## src/rtl/fetch_pkg.sv

```systemverilog
// Shared types and defaults for the instruction fetch stage.
package fetch_pkg;

    localparam int unsigned XLEN = 32;

    typedef logic [XLEN-1:0] word_t;

    localparam word_t DefaultResetPc  = 32'h0000_0000;
    localparam word_t DefaultNopWord  = 32'h0000_0000;

    // FETCH: request outstanding, HOLD: stalled with a word parked in the skid,
    // DRAIN: waiting out a fetch that a redirect made stale.
    typedef enum logic [1:0] {
        StFetch = 2'd0,
        StHold  = 2'd1,
        StDrain = 2'd2
    } fetch_state_e;

    // Redirect targets are always word aligned.
    function automatic word_t align_target(input word_t target);
        return target & ~word_t'(32'h3);
    endfunction

endpackage

```

## src/rtl/instruction_fetch_stage_if.sv

```systemverilog
// Instruction-memory request/acknowledge bus.
interface instruction_fetch_stage_if;
    import fetch_pkg::*;

    logic  IMemReq;
    logic  IMemAddr_unused_guard;
    word_t IMemAddr;
    logic  IMemAck;
    word_t IMemData;

    // Fetch stage side.
    modport master (
        output IMemReq,
        output IMemAddr,
        input  IMemAck,
        input  IMemData
    );

    // Memory side.
    modport slave (
        input  IMemReq,
        input  IMemAddr,
        output IMemAck,
        output IMemData
    );

endinterface

```

## src/rtl/fetch_skid_buffer.sv

```systemverilog
// One-entry skid buffer holding an instruction word and its PC+4 while the
// decode stage is stalled.
module fetch_skid_buffer
    import fetch_pkg::*;
(
    input  logic  clk_i,
    input  logic  rst_ni,
    input  logic  load_i,
    input  logic  drain_i,
    input  logic  clear_i,
    input  word_t instr_i,
    input  word_t pc_plus4_i,
    output logic  valid_o,
    output word_t instr_o,
    output word_t pc_plus4_o
);

    logic  valid_q, valid_d;
    word_t instr_q, instr_d;
    word_t pc_plus4_q, pc_plus4_d;

    // Next-state: clear/drain empty the entry, load fills it.
    always_comb begin
        valid_d    = valid_q;
        instr_d    = instr_q;
        pc_plus4_d = pc_plus4_q;
        if (clear_i || drain_i) begin
            valid_d    = 1'b0;
            instr_d    = '0;
            pc_plus4_d = '0;
        end else if (load_i) begin
            valid_d    = 1'b1;
            instr_d    = instr_i;
            pc_plus4_d = pc_plus4_i;
        end
    end

    // Entry registers with synchronous active-low reset.
    always_ff @(posedge clk_i) begin
        if (!rst_ni) begin
            valid_q    <= 1'b0;
            instr_q    <= '0;
            pc_plus4_q <= '0;
        end else begin
            valid_q    <= valid_d;
            instr_q    <= instr_d;
            pc_plus4_q <= pc_plus4_d;
        end
    end

    assign valid_o    = valid_q;
    assign instr_o    = instr_q;
    assign pc_plus4_o = pc_plus4_q;

endmodule

```

## src/rtl/instruction_fetch_stage.sv

```systemverilog
// Instruction fetch stage: PC register, fetch FSM and IF/ID pipeline register.
// One fetch outstanding at a time; redirects flush IF/ID and take priority
// over stalls.
module instruction_fetch_stage
    import fetch_pkg::*;
#(
    parameter word_t RESET_PC = DefaultResetPc,
    parameter word_t NOP_WORD = DefaultNopWord
) (
    input  logic                       Clk,
    input  logic                       Rst,
    input  logic                       Stall,
    input  logic                       PCSrc,
    input  word_t                      BranchTarget,
    instruction_fetch_stage_if.master  imem,
    output word_t                      Instruction,
    output word_t                      PCPlus4,
    output logic                       InstrValid
);

    fetch_state_e state_q, state_d;
    word_t        pc_q, pc_d;
    word_t        pend_target_q, pend_target_d;
    word_t        instr_q, instr_d;
    word_t        pc4_q, pc4_d;
    logic         valid_q, valid_d;

    logic  skid_load, skid_drain, skid_clear;
    logic  skid_valid;
    word_t skid_instr, skid_pc4;

    word_t pc_plus4;
    word_t target_aligned;

    assign pc_plus4       = pc_q + 32'd4;
    assign target_aligned = align_target(BranchTarget);

    fetch_skid_buffer u_skid (
        .clk_i      (Clk),
        .rst_ni     (Rst),
        .load_i     (skid_load),
        .drain_i    (skid_drain),
        .clear_i    (skid_clear),
        .instr_i    (imem.IMemData),
        .pc_plus4_i (pc_plus4),
        .valid_o    (skid_valid),
        .instr_o    (skid_instr),
        .pc_plus4_o (skid_pc4)
    );

    // DRAIN keeps requesting the stale address so the old fetch completes.
    always_comb begin
        imem.IMemReq  = (state_q != StHold);
        imem.IMemAddr = pc_q;
    end

    // Next-state logic for FSM, PC, pending target, IF/ID and skid control.
    always_comb begin
        state_d       = state_q;
        pc_d          = pc_q;
        pend_target_d = pend_target_q;
        instr_d       = instr_q;
        pc4_d         = pc4_q;
        valid_d       = valid_q;
        skid_load     = 1'b0;
        skid_drain    = 1'b0;
        skid_clear    = 1'b0;

        unique case (state_q)
            StFetch: begin
                if (PCSrc) begin
                    if (imem.IMemAck) begin
                        pc_d = target_aligned;
                    end else begin
                        pend_target_d = target_aligned;
                        state_d       = StDrain;
                    end
                end else if (imem.IMemAck) begin
                    pc_d = pc_plus4;
                    if (!Stall) begin
                        instr_d = imem.IMemData;
                        pc4_d   = pc_plus4;
                        valid_d = 1'b1;
                    end else begin
                        skid_load = 1'b1;
                        state_d   = StHold;
                    end
                end
            end
            StHold: begin
                if (PCSrc) begin
                    skid_clear = 1'b1;
                    pc_d       = target_aligned;
                    state_d    = StFetch;
                end else if (!Stall) begin
                    instr_d    = skid_instr;
                    pc4_d      = skid_pc4;
                    valid_d    = skid_valid;
                    skid_drain = 1'b1;
                    state_d    = StFetch;
                end
            end
            StDrain: begin
                if (imem.IMemAck) begin
                    // A redirect arriving with the ack is the newest target.
                    pc_d          = PCSrc ? target_aligned : pend_target_q;
                    pend_target_d = '0;
                    state_d       = StFetch;
                end else if (PCSrc) begin
                    pend_target_d = target_aligned;
                end
            end
            default: begin
                state_d = StFetch;
            end
        endcase

        // Any redirect squashes whatever IF/ID holds, stalled or not.
        if (PCSrc) begin
            instr_d = NOP_WORD;
            pc4_d   = '0;
            valid_d = 1'b0;
        end
    end

    // State, PC and IF/ID registers with synchronous active-low reset.
    always_ff @(posedge Clk) begin
        if (!Rst) begin
            state_q       <= StFetch;
            pc_q          <= RESET_PC;
            pend_target_q <= '0;
            instr_q       <= NOP_WORD;
            pc4_q         <= '0;
            valid_q       <= 1'b0;
        end else begin
            state_q       <= state_d;
            pc_q          <= pc_d;
            pend_target_q <= pend_target_d;
            instr_q       <= instr_d;
            pc4_q         <= pc4_d;
            valid_q       <= valid_d;
        end
    end

    assign Instruction = instr_q;
    assign PCPlus4     = pc4_q;
    assign InstrValid  = valid_q;

endmodule

```

## src/flat_wrapper.sv

```systemverilog
// flat-port wrapper written by rule: the top's interface ports become plain ports
module instruction_fetch_stage_flat import fetch_pkg::*;
#(
    parameter word_t RESET_PC = DefaultResetPc,
    parameter word_t NOP_WORD = DefaultNopWord
)
  (Clk, Rst, Stall, PCSrc, BranchTarget, Instruction, PCPlus4, InstrValid, imem_IMemReq, imem_IMemAddr, imem_IMemAck, imem_IMemData);
  instruction_fetch_stage_if imem_i ();
  input  logic Clk;
  input  logic Rst;
  input  logic Stall;
  input  logic PCSrc;
  input  word_t BranchTarget;
  output word_t Instruction;
  output word_t PCPlus4;
  output logic InstrValid;
  output wire logic [$bits(imem_i.IMemReq)-1:0] imem_IMemReq;
  output wire logic [$bits(imem_i.IMemAddr)-1:0] imem_IMemAddr;
  input wire logic [$bits(imem_i.IMemAck)-1:0] imem_IMemAck;
  input wire logic [$bits(imem_i.IMemData)-1:0] imem_IMemData;
  assign imem_IMemReq = imem_i.IMemReq;
  assign imem_IMemAddr = imem_i.IMemAddr;
  assign imem_i.IMemAck = imem_IMemAck;
  assign imem_i.IMemData = imem_IMemData;
  instruction_fetch_stage #(.RESET_PC(RESET_PC), .NOP_WORD(NOP_WORD)) u_core (.Clk(Clk), .Rst(Rst), .Stall(Stall), .PCSrc(PCSrc), .BranchTarget(BranchTarget), .imem(imem_i), .Instruction(Instruction), .PCPlus4(PCPlus4), .InstrValid(InstrValid));
endmodule
```

## config.mk

```make
export PLATFORM = sky130hd
export DESIGN_NAME = instruction_fetch_stage_flat
export DESIGN_NICKNAME = d
export VERILOG_FILES = /design/src/rtl/fetch_pkg.sv /design/src/rtl/instruction_fetch_stage_if.sv /design/src/rtl/fetch_skid_buffer.sv /design/src/rtl/instruction_fetch_stage.sv /design/src/flat_wrapper.sv
export SDC_FILE = /design/constraint.sdc
export NUM_CORES = 1
export LEC_CHECK = 0
export ABC_AREA = 0
export ABC_CLOCK_PERIOD_IN_PS = 4100
export CAP_MARGIN = 10
export CORE_MARGIN = 5
export CORE_UTILIZATION = 35
export DETAILED_ROUTE_END_ITERATION = 8
export HOLD_SLACK_MARGIN = 0.08
export PLACE_DENSITY = 0.65
export RECOVER_POWER = 50
export REMOVE_ABC_BUFFERS = 1
export SETUP_SLACK_MARGIN = 0.4
export SYNTH_ARGS = -nofsm -noshare
export SYNTH_HDL_FRONTEND = slang
export SYNTH_SLANG_ARGS = --single-unit
export TNS_END_PERCENT = 5
```

## constraint.sdc

```tcl
create_clock -name Clk -period 4.1 [get_ports Clk]
set_input_delay 0.82 -clock Clk [delete_from_list [all_inputs] [get_ports Clk]]
set_output_delay 0.82 -clock Clk [all_outputs]
set_load 0.01 [all_outputs]
```

==> impl_metrics.tcl <==
set metrics [dict create \
    yosysUniqueCellTypes 59 \
    hold_depth 2 \
    dieArea_um2 30300 \
    crit_fanout 29 \
    grt_pass1_vias 8385 \
    fmax_ghz 0.298 \
    path_class "flop to flop" \
    drt_iter0_drc 687 \
    antenna_found_initial 1 \
    worst_r2r_path_depth 6 \
    synth_edf_count 0 \
    via_count 9035 \
    netlist_instances 1189 \
    cts.htree.levels 4 \
    worst_skew_pair.late_latency_ns 0.44 \
    maxSlewHeadroom_pct -6.32 \
    synth_common_cells "dfxtp_1, nor2_1, nand2_1" \
    drive_gt1_share_pct 6.13 \
    start_kind "flop" \
    area_delta_synth_final_pct 25.8 \
    ctsHoldBuffers 0 \
    required_ns 4.37 \
    firstDrtPassIters 6 \
    finClkSkew_ns 0.0175 \
    endpoint_kind "flop" \
    gr-total-overflow 0 \
    synth.avg_cell_area_um2 7.93 \
    peakVddDrop_uv 280 \
    die_w_um 174 \
    routabilityCongestion 0.910 \
    cts.path.max_buffers 2 \
    syn-cell-area_um2 9430 \
    min_period_ns 3.36 \
    rows 60 \
    io_pins 167 \
    yosys_most_used_dff "dfxtp_1" \
    ant_nets 0 \
    power_density_nw_per_um2 423 \
    tightest_slew_ns 1.59 \
    yosys_warnings 0 \
    hold_class "flop to flop" \
    violations "capacitance limit, slew limit" \
    synth_top_area_share_pct 41.6 \
    ys_seq_area_share_pct 41.6 \
    cts_buffers 17 \
    max_cap_viol_count 1 \
    path_common_cell "clkbuf_1" \
    cts_resized 0 \
    yosysMostFrequentCell "dfxtp_1" \
    stdcell_area_um2 11900 \
    stdcell_count 1647 \
    finalWirelength_um 29500 \
    setup_tns_ns 0 \
    clockRootBuffer "clkbuf_16" \
    p_leak_nw 4.28 \
    path_cells "ha_4, inv_1, clkbuf_1, o21ai_4, clkbuf_1, nor3_1" \
    async_flop_share_pct 0 \
    synth.ff_latch_count 196 \
    start_util_pct 35.3 \
    ys_top_cells_by_area "dfxtp_1, nor2_1, nand2_1, a21oi_1, mux2i_1" \
    final_util_pct 44.3 \
    power_mw 5.02 \
    path_clk_slew_ns 0.08 \
    io_buffers 164 \
    grt_use_total_pct 18.7 \
    post-route-drc-count 0 \
    die_h_um 174 \
    cp_slowest_stage_delay_ns 1.07 \
    place_area_um2 11300 \
    slowest_stage "clkbuf_1" \
    cp.arrival_ns 3.63 \
    setup_violations 0 \
    final_max_slew_viol_count 37 \
    clock_sinks 196 \
    post_drt_via_cell_ratio 5.49 \
    layout.nets 1367 \
    cts_tree "yes" \
    dp_hpwl_um 19500 \
    outcome "finished, violations left" \
    cts_setup_buffers 0 \
    diodes 0 \
    fp.coreArea_um2 26700 \
    dp.cells 1615 \
    yosysTopAreaCell "dfxtp_1" \
    drt-wirelength-per-cell_um 17.9 \
    grt_pass1_wl_um 46100 \
    rsz0062_at_grt "no" \
    grt_max_degree 65 \
    hold_viol 0 \
    finalCritPeriodShare_pct 82.0 \
]
==> critical path, delay by kind of cell, from the launching register on <==
kind	cells	cell delay, ns
AOI/OAI and AO/OA	1	0.33
adders and majority gates	1	0.46
buffers and inverters	3	1.75
DFF	1	0.47
and+or+nand+nor	1	0.15
==> sequential cells by signal (all words and copies together) (netlist names), 2 cells and up <==
register / count
u_core.imem.IMemAddr: 32
u_core.state_q: 2
u_core.pend_target_q: 32
u_core.PCPlus4: 32
u_core.u_skid.pc_plus4_o: 32
u_core.Instruction: 32
u_core.u_skid.instr_o: 32
==> where the power goes <==
group          total, mW  switching, mW  internal, mW
combinational       1.19          0.683         0.507
sequential          2.23          0.171          2.05
clock               1.60          0.809         0.795
==> worst paths after layout <==
kind | from | endpoint | slack, ns
min | u_core.pend_target_q[1] | u_core.pend_target_q[1] | 0.44
max | u_core.state_q[0] | u_core.u_skid.pc_plus4_o[7] | 0.74
min reg2reg | u_core.pend_target_q[1] | u_core.pend_target_q[1] | 0.44
max reg2reg | u_core.state_q[0] | u_core.u_skid.pc_plus4_o[7] | 0.74
==> placed cells by master, fill, tap and decap left out, types with 9 or more instances in the layout <==
master	synthesis	final
nand2_1	131	131
inv_1	11	11
a21oi_1	87	86
xnor2_1	13	13
o211a_1	10	10
clkbuf_16	0	17
mux2i_1	43	43
dlygate4sd3_1	0	75
o211ai_1	43	43
nor2b_1	11	11
a221oi_1	21	21
dfxtp_1	196	196
nand2b_1	15	14
nor3_1	44	44
nand4_1	14	14
nand3_1	37	36
clkdlybuf4s50_1	0	87
o21ai_0	76	75
buf_4	2	18
a31oi_1	12	12
and3_1	10	9
a211oi_1	48	48
nor2_1	174	174
==> cell type report <==
type / instances / area (µm²)
multi-input cells: 878 / 5090
inverters: 11 / 41.3
flip-flops and latches: 196 / 3920
clock inverters: 14 / 116
clock buffers: 18 / 429
fillers: 2640 / 14900
repair buffers: 189 / 1830
well taps: 341 / 427
==> per-stage QoR <==
step / hold WS, ns / setup WS [ns]
6_report: 0.442 / 0.739
3_3_place_gp: 0.427 / 0.575
3_5_place_dp: 0.430 / 0.568
5_1_grt: 0.460 / 0.495
4_1_cts: 0.441 / 1.02
2_1_floorplan: 0.417 / -3.26
==> logic make-up (layout without fill, tap and decap cells) <==
group | Yosys count | in the layout | synth area share [%]
adders and majority gates | 5 | 5 | 0.664
xor gates and xnor gates | 18 | 18 | 1.67
muxes | 46 | 46 | 4.92
buffers and inverters | 115 | 232 | 4.85
AOI/OAI and AO/OA | 338 | 338 | 23.6
DFF | 196 | 196 | 41.6
and+or+nand+nor | 471 | 471 | 22.7
==> metal layers <==
metal | global-route usage [%] | vias to the layer above | part of all wire, %
met5 | 0 | - | 0.037
met1 | 25.6 | 4228 | 46
met3 | 3.57 | 43 | 5.7
li1 | - | 4479 | -
met2 | 29.7 | 283 | 46
met4 | 6.37 | 2 | 2.2
Note: power is estimated with default switching activity, not from simulation.
